[src/rtl/z_stage_pkg.sv]
// Shared definitions for the Z result stage: state encoding and default width.
// Optional flag outputs are enabled by the Z_FLAGS_EN macro.
package z_stage_pkg;

    localparam int Z_DATA_W = 32;

    localparam logic [1:0] ST_IDLE = 2'd0;
    localparam logic [1:0] ST_LOW  = 2'd1;
    localparam logic [1:0] ST_HIGH = 2'd2;

    typedef enum logic [1:0] {
        IDLE = ST_IDLE,
        LOW  = ST_LOW,
        HIGH = ST_HIGH
    } z_state_e;

endpackage

[src/rtl/z_flag_gen.sv]
// Zero/negative flags of an ALU result; built only when Z_FLAGS_EN is defined.
// Wide results look at the full 64-bit value, narrow ones at the low half only.
`ifdef Z_FLAGS_EN
module z_flag_gen #(
    parameter int DATA_W = 32
) (
    input  logic [2*DATA_W-1:0] z_val,
    input  logic                wide,
    output logic                zero,
    output logic                neg
);

    always_comb begin
        zero = 1'b0;
        neg  = 1'b0;
        if (wide) begin
            zero = (z_val == '0);
            neg  = z_val[2*DATA_W-1];
        end else begin
            zero = (z_val[DATA_W-1:0] == '0);
            neg  = z_val[DATA_W-1];
        end
    end

endmodule
`endif

[src/rtl/z_result_stage.sv]
// Z register stage: captures {Zhigh,Zlow} and drains one or two bus beats.
// Defining Z_FLAGS_EN adds registered z_zero/z_neg outputs.
module z_result_stage
    import z_stage_pkg::*;
#(
    parameter int DATA_W = Z_DATA_W,
    parameter int CNT_W  = 16
) (
    input  logic              clock,
    input  logic              clear_n,
    input  logic              alu_valid,
    output logic              alu_ready,
    input  logic              alu_wide,
    input  logic [DATA_W-1:0] alu_zlow,
    input  logic [DATA_W-1:0] alu_zhigh,
    output logic              bus_valid,
    input  logic              bus_ready,
    output logic [DATA_W-1:0] bus_data,
    output logic              bus_sel_high,
    output logic [DATA_W-1:0] zlow_q,
    output logic [DATA_W-1:0] zhigh_q,
    output logic [CNT_W-1:0]  result_cnt
`ifdef Z_FLAGS_EN
    ,
    output logic              z_zero,
    output logic              z_neg
`endif
);

    z_state_e state;
    z_state_e state_nxt;
    logic     wide_q;
    logic     final_beat;
    logic     done;
    logic     capture;

    always_comb begin
        state_nxt    = state;
        final_beat   = 1'b0;
        bus_valid    = 1'b0;
        bus_sel_high = 1'b0;
        unique case (state)
            IDLE: begin
                if (alu_valid) state_nxt = LOW;
            end
            LOW: begin
                bus_valid  = 1'b1;
                final_beat = !wide_q;
                if (bus_ready) begin
                    if (wide_q)         state_nxt = HIGH;
                    else if (alu_valid) state_nxt = LOW;
                    else                state_nxt = IDLE;
                end
            end
            HIGH: begin
                bus_valid    = 1'b1;
                bus_sel_high = 1'b1;
                final_beat   = 1'b1;
                if (bus_ready) state_nxt = alu_valid ? LOW : IDLE;
            end
            default: state_nxt = IDLE;
        endcase
    end

    // Final-beat accept frees the stage in the same cycle (no bubble)
    assign done      = final_beat & bus_ready;
    assign alu_ready = (state == IDLE) | done;
    assign capture   = alu_valid & alu_ready;

    always_ff @(posedge clock or negedge clear_n) begin
        if (!clear_n) begin
            state      <= IDLE;
            wide_q     <= 1'b0;
            zlow_q     <= '0;
            zhigh_q    <= '0;
            bus_data   <= '0;
            result_cnt <= '0;
        end else begin
            state <= state_nxt;
            if (capture) begin
                zlow_q   <= alu_zlow;
                zhigh_q  <= alu_zhigh;
                wide_q   <= alu_wide;
                bus_data <= alu_zlow;
            end else if (state == LOW && bus_ready && wide_q) begin
                bus_data <= zhigh_q;
            end
            if (done) result_cnt <= result_cnt + 1'b1;
        end
    end

`ifdef Z_FLAGS_EN
    logic flag_zero;
    logic flag_neg;

    z_flag_gen #(
        .DATA_W(DATA_W)
    ) u_flags (
        .z_val({alu_zhigh, alu_zlow}),
        .wide (alu_wide),
        .zero (flag_zero),
        .neg  (flag_neg)
    );

    always_ff @(posedge clock or negedge clear_n) begin
        if (!clear_n) begin
            z_zero <= 1'b0;
            z_neg  <= 1'b0;
        end else if (capture) begin
            z_zero <= flag_zero;
            z_neg  <= flag_neg;
        end
    end
`endif

endmodule

[config.mk]
export PLATFORM = sky130hd
export DESIGN_NAME = z_result_stage
export DESIGN_NICKNAME = d
export VERILOG_FILES = /design/src/rtl/z_stage_pkg.sv /design/src/rtl/z_flag_gen.sv /design/src/rtl/z_result_stage.sv
export SDC_FILE = /design/constraint.sdc
export NUM_CORES = 1
export LEC_CHECK = 0
export CORE_UTILIZATION = 40
export CTS_CLUSTER_SIZE = 8
export DETAILED_ROUTE_END_ITERATION = 8
export DONT_BUFFER_PORTS = 1
export GPL_TIMING_DRIVEN = 0
export SYNTH_ARGS = -nofsm -noshare
export SYNTH_HDL_FRONTEND = slang
export SYNTH_SLANG_ARGS = --single-unit
[constraint.sdc]
create_clock -name clock -period 2.4 [get_ports clock]
set_input_delay 0.72 -clock clock [delete_from_list [all_inputs] [get_ports clock]]
set_output_delay 0.72 -clock clock [all_outputs]
set_load 0.01 [all_outputs]
==> metrics.csv <==
metric;value;unit
initial core utilization;41.4;%
Routability Congestion;0.749;
Yosys top cell area share;57.4;%
TNS Setup;0;ps
Clk pwr share;26.7;%
wire per inst;20.1;um
final wirelength;10500;um
max-cap violations;0;
Antenna diodes;0;
routing usage on met3;9.19;%
Antenna Violating Nets Remaining;0;
Pint;5.97;mW
Switch Pwr;2.86;mW
critical path startpoint category;flip-flop;
area of the multi-input gates;0.00205;mm^2
HP Class;in -> async;
Relative slew margins;63.9;%
Final Hold Viols;0;
first-pass GRT wire length;16400;um
kind of critical path;reg -> out;
Detailed Routing Iterations Pass 1;3;
Leakage;2.60;nW
biggest area consumer among synthesized cells;dfrtp_1;
area delta synth->final;16.2;%
#FFs+latches synth;115;
Peak VDD IR;0.000647;V
DR vias/cell;5.10;
syn nets;396;
skew final;6.95;ps
commonest non-fill, non-tap cell in the layout;dfrtp_1;
clock buffer depth;2;
vias in the first global route;2906;
Post-Syn Area per Cell;15.6;um^2
fin crit period;2340;ps
R2R depth;9;
CP Capture Type;output pin;
Vias;2683;
clock slew at reported path FFs;50;ps
DRC;0;
CP required;1680;ps
Most Crowded Layer GR;met2;
IO Pins;184;
power density cells;1510;mW/mm^2
GRT Total Usage;17.3;%
hpwl dp;7150;um
fin. max-slew vios;0;
combinational share of power;27.6;%
Max Fclk;0.428;GHz
Mapped Cells;322;
R2R Setup Slk;170;ps
floorplan row count;40;
die height;114;um
worst slack, placed;27.3;ps
worst-margin pin slew;541;ps
ranking of synthesized cells by area;dfrtp_1 (57%), mux2_2 (22%), mux2_4 (9.0%);
Switching Fraction;32.4;%
H-tree depth;4;
root buf cell;clkbuf_16;
initial drt markers;98;
routing usage on met1;20.8;%
sequential share of power;45.7;%
grt total ovfl;0;
critical-path maximum fanout;3;
Synth warnings;0;
TritonCTS clock tree;yes;
final setup fails;0;
most frequent cells in the layout;dfrtp_1 (115), mux2_2 (100), mux2_4 (30), clkbuf_16 (17), xnor2_1 (11);
unique cell type count in the Yosys netlist;24;
die area;0.0130;mm^2
r2r endpoint;zlow_q[27]$_DFFE_PN0P_;
CTS buffer count;17;
clock sinks;115;
share of cells above drive strength 1;51.1;%
RR Startpoint;state[0]$_DFFE_PN0P_;
Synth Cell Area;0.00501;mm^2
PnR worst setup slack;61.2;ps
Crit path arrival time;1620;ps
Final Net Count;420;
final worst-path cycle share;97.5;%
grt met2 use;25.9;%
DIE WIDTH;114;um
CORE AREA;0.0121;mm^2
initial antenna violation count;0;
status;finished, final reports clean;
Layout Utilization;48.1;%
number of port buffers;0;
RSZ-0062 raised after global routing;no;
pin count of the biggest net entering global routing;116;
sequential fraction of the synthesis area;57.4;%
Filler cells;1095;
clk_lat worst skew;410;ps
flip-flop and latch area;0.00288;mm^2
## final cells by class
type                    count  area share [%]
repair buffers              5           0.644
plain buffers              13            1.55
clock inverters             6            1.37
flip-flops and latches    115            49.4
inverters                   4           0.258
multi-input cells         190            35.2
clock buffers              25            7.99
well taps                 168            3.61
## registers in the layout, summed over array words and instances, names as in the netlist
register,flops
bus_data,32
zhigh_q,32
zlow_q,32
result_cnt,16
state,2
wide_q,1
## how the worst max path moves through the flow
stage | slack (ps) | to | start | cells past startpoint
detailed placement | 30 | zlow_q[21]$_DFFE_PN0P_ | state[0]$_DFFE_PN0P_ | 8
floorplan | 410 | alu_ready | state[0]$_DFFE_PN0P_ | 5
global route | 1 | alu_ready | state[0]$_DFFE_PN0P_ | 5
CTS | 30 | alu_ready | state[1]$_DFFE_PN0P_ | 5
global placement | 60 | zlow_q[23]$_DFFE_PN0P_ | state[0]$_DFFE_PN0P_ | 8
finish | 60 | alu_ready | state[0]$_DFFE_PN0P_ | 5
## synthesized netlist by cell type (all sizes together)
cell type / instances
mux2: 130
dfrtp: 115
buf: 13
xnor2: 11
nand2: 9
nand4: 7
and3: 6
ha: 5
nand3: 5
inv: 4
xor2: 4
a21oi: 3
o31ai: 2
a2111oi: 1
a211oi: 1
nand2b: 1
nor2: 1
nor2b: 1
o21ai: 1
o22ai: 1
or2: 1
## layer usage
layer,up-vias,part of all wire [%]
li1,1193,-
met3,13,10
met1,1360,41
met4,0,1.4
met5,-,0
met2,117,47
## repair_timing
action / in CTS / in global routing
resized for setup: 6 / 1
setup buffers: 3 / 2
gates cloned: 0 / 0
endpoints found under the hold margin: 115 / 115
setup endpoints to repair: 3 / 2
## stage by stage
step / total power [mW] / cell area [um^2] / hold slack (ps) / cells
6_report: 8.83 / 5830 / 7.51 / 526
3_5_place_dp: 6.46 / 5230 / 427 / 490
5_1_grt: 9.33 / 5830 / -24.1 / 526
4_1_cts: 8.92 / 5810 / -14.9 / 524
2_1_floorplan: 5.86 / 5010 / 424 / 322
3_3_place_gp: 6.38 / 5230 / 427 / 490
## kinds of logic (layout without fill, tap and decap cells)
logic type               Yosys count  in the layout  synth area share (%)
buffers and inverters             17             53                  2.10
multiplexers                     130            130                  31.4
AND/OR/NAND/NOR                   31             31                  3.39
adder cells (fa/ha/maj)            5              5                  1.25
flip-flops                       115            115                  57.4
XOR/XNOR                          15             15                  2.62
AO/OA/AOI/OAI                      9              9                  1.82
## power groups by stage
stage	registers, mW	logic (mW)	clock network, mW
6_report	4.04	2.44	2.35
3_3_place_gp	4.06	2.32	0
2_1_floorplan	3.79	2.08	0
3_5_place_dp	4.07	2.39	0
5_1_grt	4.17	2.65	2.51
4_1_cts	4.05	2.46	2.41
## worst max-delay path: stages (launching register included)
cell	delay, ps
dfrtp_1	400
inv_1	140
ha_4	240
nand2_2	80
a21oi_4	40
or2_2	310
Power figures use the tool's default switching activity.
